**src/rtl/uart_tx_cfg.sv**
```systemverilog
// -----------------------------------------------------------------------------
// uart_tx_cfg
// Parametrised UART transmitter. Serialises one word per frame onto tx:
// start bit, DATA_BITS data bits, optional parity bit, then 1 or 2 stop bits.
// Bit timing is taken from an external oversampling strobe (baud_tick); each
// bit lasts exactly OVERSAMPLE ticks. Words arrive over a valid/ready handshake.
//
// Optional feature macro: UART_TX_CFG_BREAK_EN
//   When defined, adds input break_req and a BREAK state that holds tx low
//   for at least (DATA_BITS+2)*OVERSAMPLE baud ticks and until break_req drops.
//
// Ports:
//   clk        in   system clock
//   rst        in   synchronous active-high reset
//   baud_tick  in   one-clk strobe at OVERSAMPLE x baud rate
//   s_data     in   word to transmit (DATA_BITS wide)
//   s_valid    in   s_data valid
//   break_req  in   request a line break (only with UART_TX_CFG_BREAK_EN)
//   s_ready    out  block can accept a word (state is IDLE)
//   tx         out  registered serial line, idles high
//   busy       out  frame (or break) in progress
//   done       out  one-clk pulse in the cycle the block returns to IDLE
//                   after the last stop bit
// -----------------------------------------------------------------------------
module uart_tx_cfg #(
  parameter int DATA_BITS   = 8,
  parameter int OVERSAMPLE  = 16,
  parameter int PARITY_MODE = 0,
  parameter int STOP_BITS   = 1,
  parameter int LSB_FIRST   = 1
) (
  input  logic                 clk,
  input  logic                 rst,
  input  logic                 baud_tick,
  input  logic [DATA_BITS-1:0] s_data,
  input  logic                 s_valid,
`ifdef UART_TX_CFG_BREAK_EN
  input  logic                 break_req,
`endif
  output logic                 s_ready,
  output logic                 tx,
  output logic                 busy,
  output logic                 done
);

  localparam int TICK_W = (OVERSAMPLE > 1) ? $clog2(OVERSAMPLE) : 1;
  localparam int BIT_W  = $clog2(DATA_BITS) + 1;

  // Elaboration-time parameter legality checks
  generate
    if (DATA_BITS < 5 || DATA_BITS > 9) begin : g_bad_data_bits
      $error("uart_tx_cfg: DATA_BITS must be in 5..9");
    end
    if (OVERSAMPLE < 4 || OVERSAMPLE > 64) begin : g_bad_oversample
      $error("uart_tx_cfg: OVERSAMPLE must be in 4..64");
    end
    if (PARITY_MODE < 0 || PARITY_MODE > 2) begin : g_bad_parity
      $error("uart_tx_cfg: PARITY_MODE must be 0, 1 or 2");
    end
    if (STOP_BITS < 1 || STOP_BITS > 2) begin : g_bad_stop
      $error("uart_tx_cfg: STOP_BITS must be 1 or 2");
    end
    if (LSB_FIRST < 0 || LSB_FIRST > 1) begin : g_bad_order
      $error("uart_tx_cfg: LSB_FIRST must be 0 or 1");
    end
  endgenerate

`ifdef UART_TX_CFG_BREAK_EN
  typedef enum logic [2:0] {
    S_IDLE   = 3'd0,
    S_START  = 3'd1,
    S_DATA   = 3'd2,
    S_PARITY = 3'd3,
    S_STOP   = 3'd4,
    S_BREAK  = 3'd5
  } state_t;

  localparam int BRK_TICKS = (DATA_BITS + 2) * OVERSAMPLE;
  localparam int BRK_W     = $clog2(BRK_TICKS + 1);
`else
  typedef enum logic [2:0] {
    S_IDLE   = 3'd0,
    S_START  = 3'd1,
    S_DATA   = 3'd2,
    S_PARITY = 3'd3,
    S_STOP   = 3'd4
  } state_t;
`endif

  state_t                r_state;
  state_t                w_state_next;
  logic [TICK_W-1:0]     r_tick_cnt;
  logic [BIT_W-1:0]      r_bit_cnt;
  logic                  r_stop_cnt;
  logic [DATA_BITS-1:0]  r_shift;
  logic                  r_parity;
  logic                  r_tx;
  logic                  r_done;

  logic                  w_tx_next;
  logic                  w_done_next;
  logic                  w_bit_end;
  logic                  w_accept;
  logic                  w_break_req;
  logic                  w_shift_out;
  logic                  w_last_data;
  logic                  w_last_stop;

`ifdef UART_TX_CFG_BREAK_EN
  logic [BRK_W-1:0]      r_brk_cnt;
  logic                  w_brk_elapsed;

  assign w_break_req   = break_req;
  assign w_brk_elapsed = (r_brk_cnt >= BRK_W'(BRK_TICKS));
`else
  assign w_break_req   = 1'b0;
`endif

  // A bit period closes on the tick that takes the counter past its top
  assign w_bit_end   = baud_tick && (r_tick_cnt == TICK_W'(OVERSAMPLE - 1));
  // Break wins over a simultaneous word offer
  assign w_accept    = (r_state == S_IDLE) && s_valid && !w_break_req;
  assign w_shift_out = (LSB_FIRST != 0) ? r_shift[0] : r_shift[DATA_BITS-1];
  assign w_last_data = (r_bit_cnt == BIT_W'(DATA_BITS - 1));
  assign w_last_stop = (r_stop_cnt == 1'(STOP_BITS - 1));

  // Next-state and registered-output decode
  always_comb begin
    w_state_next = r_state;
    w_done_next  = 1'b0;
    w_tx_next    = 1'b1;

    case (r_state)
      S_IDLE: begin
        w_tx_next = 1'b1;
`ifdef UART_TX_CFG_BREAK_EN
        if (w_break_req) begin
          w_state_next = S_BREAK;
        end else
`endif
        if (s_valid) begin
          w_state_next = S_START;
        end
      end
      S_START: begin
        w_tx_next = 1'b0;
        if (w_bit_end) begin
          w_state_next = S_DATA;
        end
      end
      S_DATA: begin
        w_tx_next = w_shift_out;
        if (w_bit_end && w_last_data) begin
          w_state_next = (PARITY_MODE != 0) ? S_PARITY : S_STOP;
        end
      end
      S_PARITY: begin
        w_tx_next = r_parity;
        if (w_bit_end) begin
          w_state_next = S_STOP;
        end
      end
      S_STOP: begin
        w_tx_next = 1'b1;
        if (w_bit_end && w_last_stop) begin
          w_state_next = S_IDLE;
          w_done_next  = 1'b1;
        end
      end
`ifdef UART_TX_CFG_BREAK_EN
      S_BREAK: begin
        w_tx_next = 1'b0;
        if (!w_break_req && w_brk_elapsed) begin
          w_state_next = S_IDLE;
        end
      end
`endif
      default: begin
        w_state_next = S_IDLE;
        w_tx_next    = 1'b1;
      end
    endcase
  end

  // State register and registered outputs
  always_ff @(posedge clk) begin
    if (rst) begin
      r_state <= S_IDLE;
      r_tx    <= 1'b1;
      r_done  <= 1'b0;
    end else begin
      r_state <= w_state_next;
      r_tx    <= w_tx_next;
      r_done  <= w_done_next;
    end
  end

  // Frame datapath: tick/bit/stop counters, shift register, parity
  always_ff @(posedge clk) begin
    if (rst) begin
      r_tick_cnt <= '0;
      r_bit_cnt  <= '0;
      r_stop_cnt <= 1'b0;
      r_shift    <= '0;
      r_parity   <= 1'b0;
    end else if (w_accept) begin
      r_tick_cnt <= '0;
      r_bit_cnt  <= '0;
      r_stop_cnt <= 1'b0;
      r_shift    <= s_data;
      // Parity comes from the accepted word, odd mode inverts the XOR
      r_parity   <= (^s_data) ^ (PARITY_MODE == 1);
    end else begin
      // Ticks are counted only inside a frame, so a tick on the accept
      // edge never counts toward the start bit
      if (r_state == S_START || r_state == S_DATA ||
          r_state == S_PARITY || r_state == S_STOP) begin
        if (baud_tick) begin
          if (r_tick_cnt == TICK_W'(OVERSAMPLE - 1)) begin
            r_tick_cnt <= '0;
          end else begin
            r_tick_cnt <= r_tick_cnt + TICK_W'(1);
          end
        end
      end else begin
        r_tick_cnt <= '0;
      end

      if (r_state == S_DATA && w_bit_end) begin
        r_bit_cnt <= r_bit_cnt + BIT_W'(1);
        if (LSB_FIRST != 0) begin
          r_shift <= {1'b0, r_shift[DATA_BITS-1:1]};
        end else begin
          r_shift <= {r_shift[DATA_BITS-2:0], 1'b0};
        end
      end

      if (r_state == S_STOP && w_bit_end && !w_last_stop) begin
        r_stop_cnt <= 1'b1;
      end
    end
  end

`ifdef UART_TX_CFG_BREAK_EN
  // Break duration counter, saturates at the minimum break length
  always_ff @(posedge clk) begin
    if (rst) begin
      r_brk_cnt <= '0;
    end else if (r_state == S_BREAK) begin
      if (baud_tick && !w_brk_elapsed) begin
        r_brk_cnt <= r_brk_cnt + BRK_W'(1);
      end
    end else begin
      r_brk_cnt <= '0;
    end
  end
`endif

  assign s_ready = (r_state == S_IDLE);
  assign busy    = (r_state != S_IDLE);
  assign tx      = r_tx;
  assign done    = r_done;

endmodule

```
**config.mk**
```make
export PLATFORM = sky130hd
export DESIGN_NAME = uart_tx_cfg
export DESIGN_NICKNAME = d
export VERILOG_FILES = /design/src/rtl/uart_tx_cfg.sv
export SDC_FILE = /design/constraint.sdc
export NUM_CORES = 1
export LEC_CHECK = 0
export ABC_CLOCK_PERIOD_IN_PS = 2100
export CAP_MARGIN = 30
export CORE_ASPECT_RATIO = 0.8
export CORE_MARGIN = 4
export CORE_UTILIZATION = 40
export DETAILED_ROUTE_END_ITERATION = 10
export GPL_TIMING_DRIVEN = 0
export MAX_ROUTING_LAYER = met4
export PLACE_DENSITY_LB_ADDON = 0.2
export SLEW_MARGIN = 20
export SYNTH_ARGS = -nofsm -noshare
export SYNTH_HDL_FRONTEND = slang
export SYNTH_SLANG_ARGS = --single-unit
```
**constraint.sdc**
```tcl
create_clock -name clk -period 2.1 [get_ports clk]
set_input_delay 0.42 -clock clk [delete_from_list [all_inputs] [get_ports clk]]
set_output_delay 0.42 -clock clk [all_outputs]
set_load 0.1 [all_outputs]
```
==> results.json <==
{
  "status": "finished, final reports clean",
  "clock_insertion_delay_at_the_later_pin_of_the_skew_report_ns": 0.32,
  "mean_post_synth_cell_area_um2": 9.00,
  "tritoncts_clock_tree": "built",
  "postSynthCellCount": 127,
  "avgRoutedWirePerCell_um": 12.8,
  "clk_pin_slew_worst_paths_ns": 0.14,
  "fmax_mhz": 487,
  "detailedRoute.firstPassIterationCount": 4,
  "final_period_minus_worst_setup_slack_ns": 2.05,
  "leakagePower_uw": 0.000526,
  "period_share_pct": 97.8,
  "cts-root-buf": "sky130_fd_sc_hd__clkbuf_4",
  "area_growth_pct": 19.1,
  "end_of_the_worst_register_to_register_path": "r_shift[6]$_SDFFE_PP0P_",
  "ys.warnings.count": 0,
  "timing.hold.worst.class": "register to register",
  "setup.worst_path.start": "r_state[1]$_SDFFE_PP0P_",
  "cpPeakStageDelay_ns": 0.58,
  "yosys.cell_types.count": 30,
  "cp_slowest_cell": "sky130_fd_sc_hd__clkdlybuf4s15_2",
  "num_antenna_cells": 0,
  "crit-reg2reg-launch": "r_tick_cnt[0]$_SDFFE_PP0P_",
  "placed_cells_incl_taps": 179,
  "ir_drop_mv": 0.409,
  "cts_htree_levels": 1,
  "cell_types_with_the_largest_area_share_after_synthesis": "sky130_fd_sc_hd__dfxtp_1, sky130_fd_sc_hd__nor2_1, sky130_fd_sc_hd__a2111oi_2",
  "ios": 16,
  "count_of_unresolved_drc_violations_after_routing": 0,
  "dp.final_hpwl_mm": 1.76,
  "number_of_violations_reported_at_the_end_of_detailed_routing_iteration_0": 68,
  "grt_max_degree": 13,
  "netlist_area_um2": 1140,
  "setup_viol": 0,
  "worst_setup_path_start_kind": "register",
  "path_delay_family": "buffers and inverters",
  "slew-limit-headroom_pct": 37.0,
  "met2_wirelength_mm": 1.07,
  "r2r_cells": 6,
  "cts.sink_count": 23,
  "grt_util_all_layers_pct": 14.0,
  "worstSetupPathDepth": 3,
  "power_density_nw_per_um2": 621,
  "fin_hold_viols": 0,
  "layoutNonFillerInstCount": 183,
  "routed_via_density": 5.14,
  "synth_nets": 141,
  "route.final.wire_length_mm": 2.35,
  "place.port_buffers": 14,
  "global_route.overflow_total": 0,
  "regToRegSetupSlack_ns": 0.34,
  "dieWidth_um": 67.8,
  "rows": 17,
  "placeableCoreArea_um2": 2740,
  "synth_sequential_area_ratio_pct": 40.3,
  "antenna_found_initial": 0,
  "finish.net_count": 160,
  "mostFrequentLayoutCells": "sky130_fd_sc_hd__nor2_1, sky130_fd_sc_hd__dfxtp_1, sky130_fd_sc_hd__clkdlybuf4s50_1",
  "grt_pass1_wl_mm": 4.00,
  "worstSetupEndpointType": "output pin",
  "max-clock-path-buffers": 2,
  "cts_made_buffers": 3,
  "m1WireLength_mm": 1.18,
  "critical_path_buffers_and_inverters": 2,
  "synth_largest_area_cell": "sky130_fd_sc_hd__dfxtp_1",
  "topRoutingLayerUsed": "met4",
  "worst_pin_slew_ns": 0.949,
  "worst_path_cell_chain": "buf_2 -> nor3_4 -> clkdlybuf4s15_2",
  "required_ns": 1.68,
  "synth_seq_cells": 23,
  "final_common_cell": "sky130_fd_sc_hd__nor2_1",
  "report.final.slew_viol_count": 0,
  "post_cts.repair.setup_buffers": 0,
  "timing_worst_setup_path_type": "register to output pin",
  "chipHeight_um": 55.8,
  "grt_setup_unrepaired": "no",
  "die_outline_area_um2": 3780,
  "met3_length_um": 81,
  "fin_worst_skew_ns": 0.0243,
  "route.antenna.remaining_nets": 0,
  "via_count_of_the_first_global_routing_pass": 932,
  "synth_top_area_share_pct": 40.3,
  "initial_core_util_pct": 41.7,
  "p_total_uw": 846,
  "crit_arrival_ns": 1.63,
  "routabilityCongestion": 0.775,
  "critical_path_maximum_fanout": 10,
  "setup.worst_path.end": "s_ready",
  "routed-via-count": 940,
  "post_route_cells_drive_above_1_share_pct": 13.1,
  "drv.max_cap_violation_count": 0
}
## Yosys cell counts, drive strengths merged
cell,instances
a2111oi,5
a211oi,3
a21boi,1
a21oi,5
a311oi,1
a31oi,2
a41oi,1
and3,1
and4,1
buf,5
clkbuf,2
dfxtp,23
ha,2
inv,5
mux2i,4
nand2,5
nand3,3
nand3b,4
nand4,3
nor2,32
nor3,2
nor4,1
nor4b,1
o21ai,2
o32a,1
or2,1
xnor2,8
xor2,3
## repair_timing
item | 4_1_cts | 5_1_grt
hold buffers | 0 | 0
endpoints found under the setup margin | 4 | 0
resized for setup | 10 | 0
## area by class of cell
cell class	count	area (um^2)
sequential	23	460
fill	261	1380
timing repair buffer	14	134
inverter	5	18.8
clock buffer	4	26.3
multi-input combinational	92	624
buffer	7	51.3
tap	38	47.5
## through the flow
stage | TNS, ns | utilization, % | cell area [um^2] | hold WS, ns | setup slack, ns
global placement | -0.384 | 48.9 | 1340 | 0.434 | -0.229
floorplan | -2.00 | - | 1150 | 0.421 | -0.437
CTS | 0 | 49.7 | 1360 | 0.459 | 0.0641
detailed placement | -0.404 | 48.9 | 1340 | 0.438 | -0.246
finish | 0 | 49.7 | 1360 | 0.462 | 0.0463
global route | 0 | 49.7 | 1360 | 0.486 | 0.00859
## worst min-delay path, stage by stage (launching register included)
cell	delay (ns)
sky130_fd_sc_hd__dfxtp_1	0.35
sky130_fd_sc_hd__inv_1	0.05
sky130_fd_sc_hd__nor2_1	0.03
## per-layer routing
metal / up-vias / track usage, %
met5: - / -
met4: 0 / 3.12
met3: 2 / 5.05
met2: 11 / 20.5
met1: 446 / 18.5
li1: 481 / -
## sequential cells by signal, indices dropped and copies added (netlist names)
signal and cells:
r_shift 8, r_tick_cnt 4, r_stop_cnt 1, done 1, r_state 3, r_parity 1
tx 1, r_bit_cnt 4
## logic make-up after synthesis
family          Yosys count  share of synthesized area, %
flops                    23                          40.3
xor+xnor                 11                          8.43
fa+ha+maj                 2                          2.19
mux                       4                          3.50
simple gates             54                          23.7
compound gates           21                          15.8
buf+inv                  12                          6.13
## worst min-delay path by stage
stage | end | startpoint | depth (start not counted) | slack [ns]
after global placement | done$_SDFF_PP0_ | r_stop_cnt$_SDFFE_PP0P_ | 1 | 0.43
after detailed placement | r_stop_cnt$_SDFFE_PP0P_ | r_stop_cnt$_SDFFE_PP0P_ | 2 | 0.44
after floorplan | done$_SDFF_PP0_ | r_stop_cnt$_SDFFE_PP0P_ | 1 | 0.42
final | r_stop_cnt$_SDFFE_PP0P_ | r_stop_cnt$_SDFFE_PP0P_ | 2 | 0.46
after global routing | r_stop_cnt$_SDFFE_PP0P_ | r_stop_cnt$_SDFFE_PP0P_ | 2 | 0.49
after CTS | r_stop_cnt$_SDFFE_PP0P_ | r_stop_cnt$_SDFFE_PP0P_ | 2 | 0.46
## where the power goes
part           switching [uW]  internal [uW]
Combinational             101           70.5
Clock                     134           74.2
Sequential               9.92            456
Total                     246            600
Note: power is estimated with default switching activity, not from simulation.
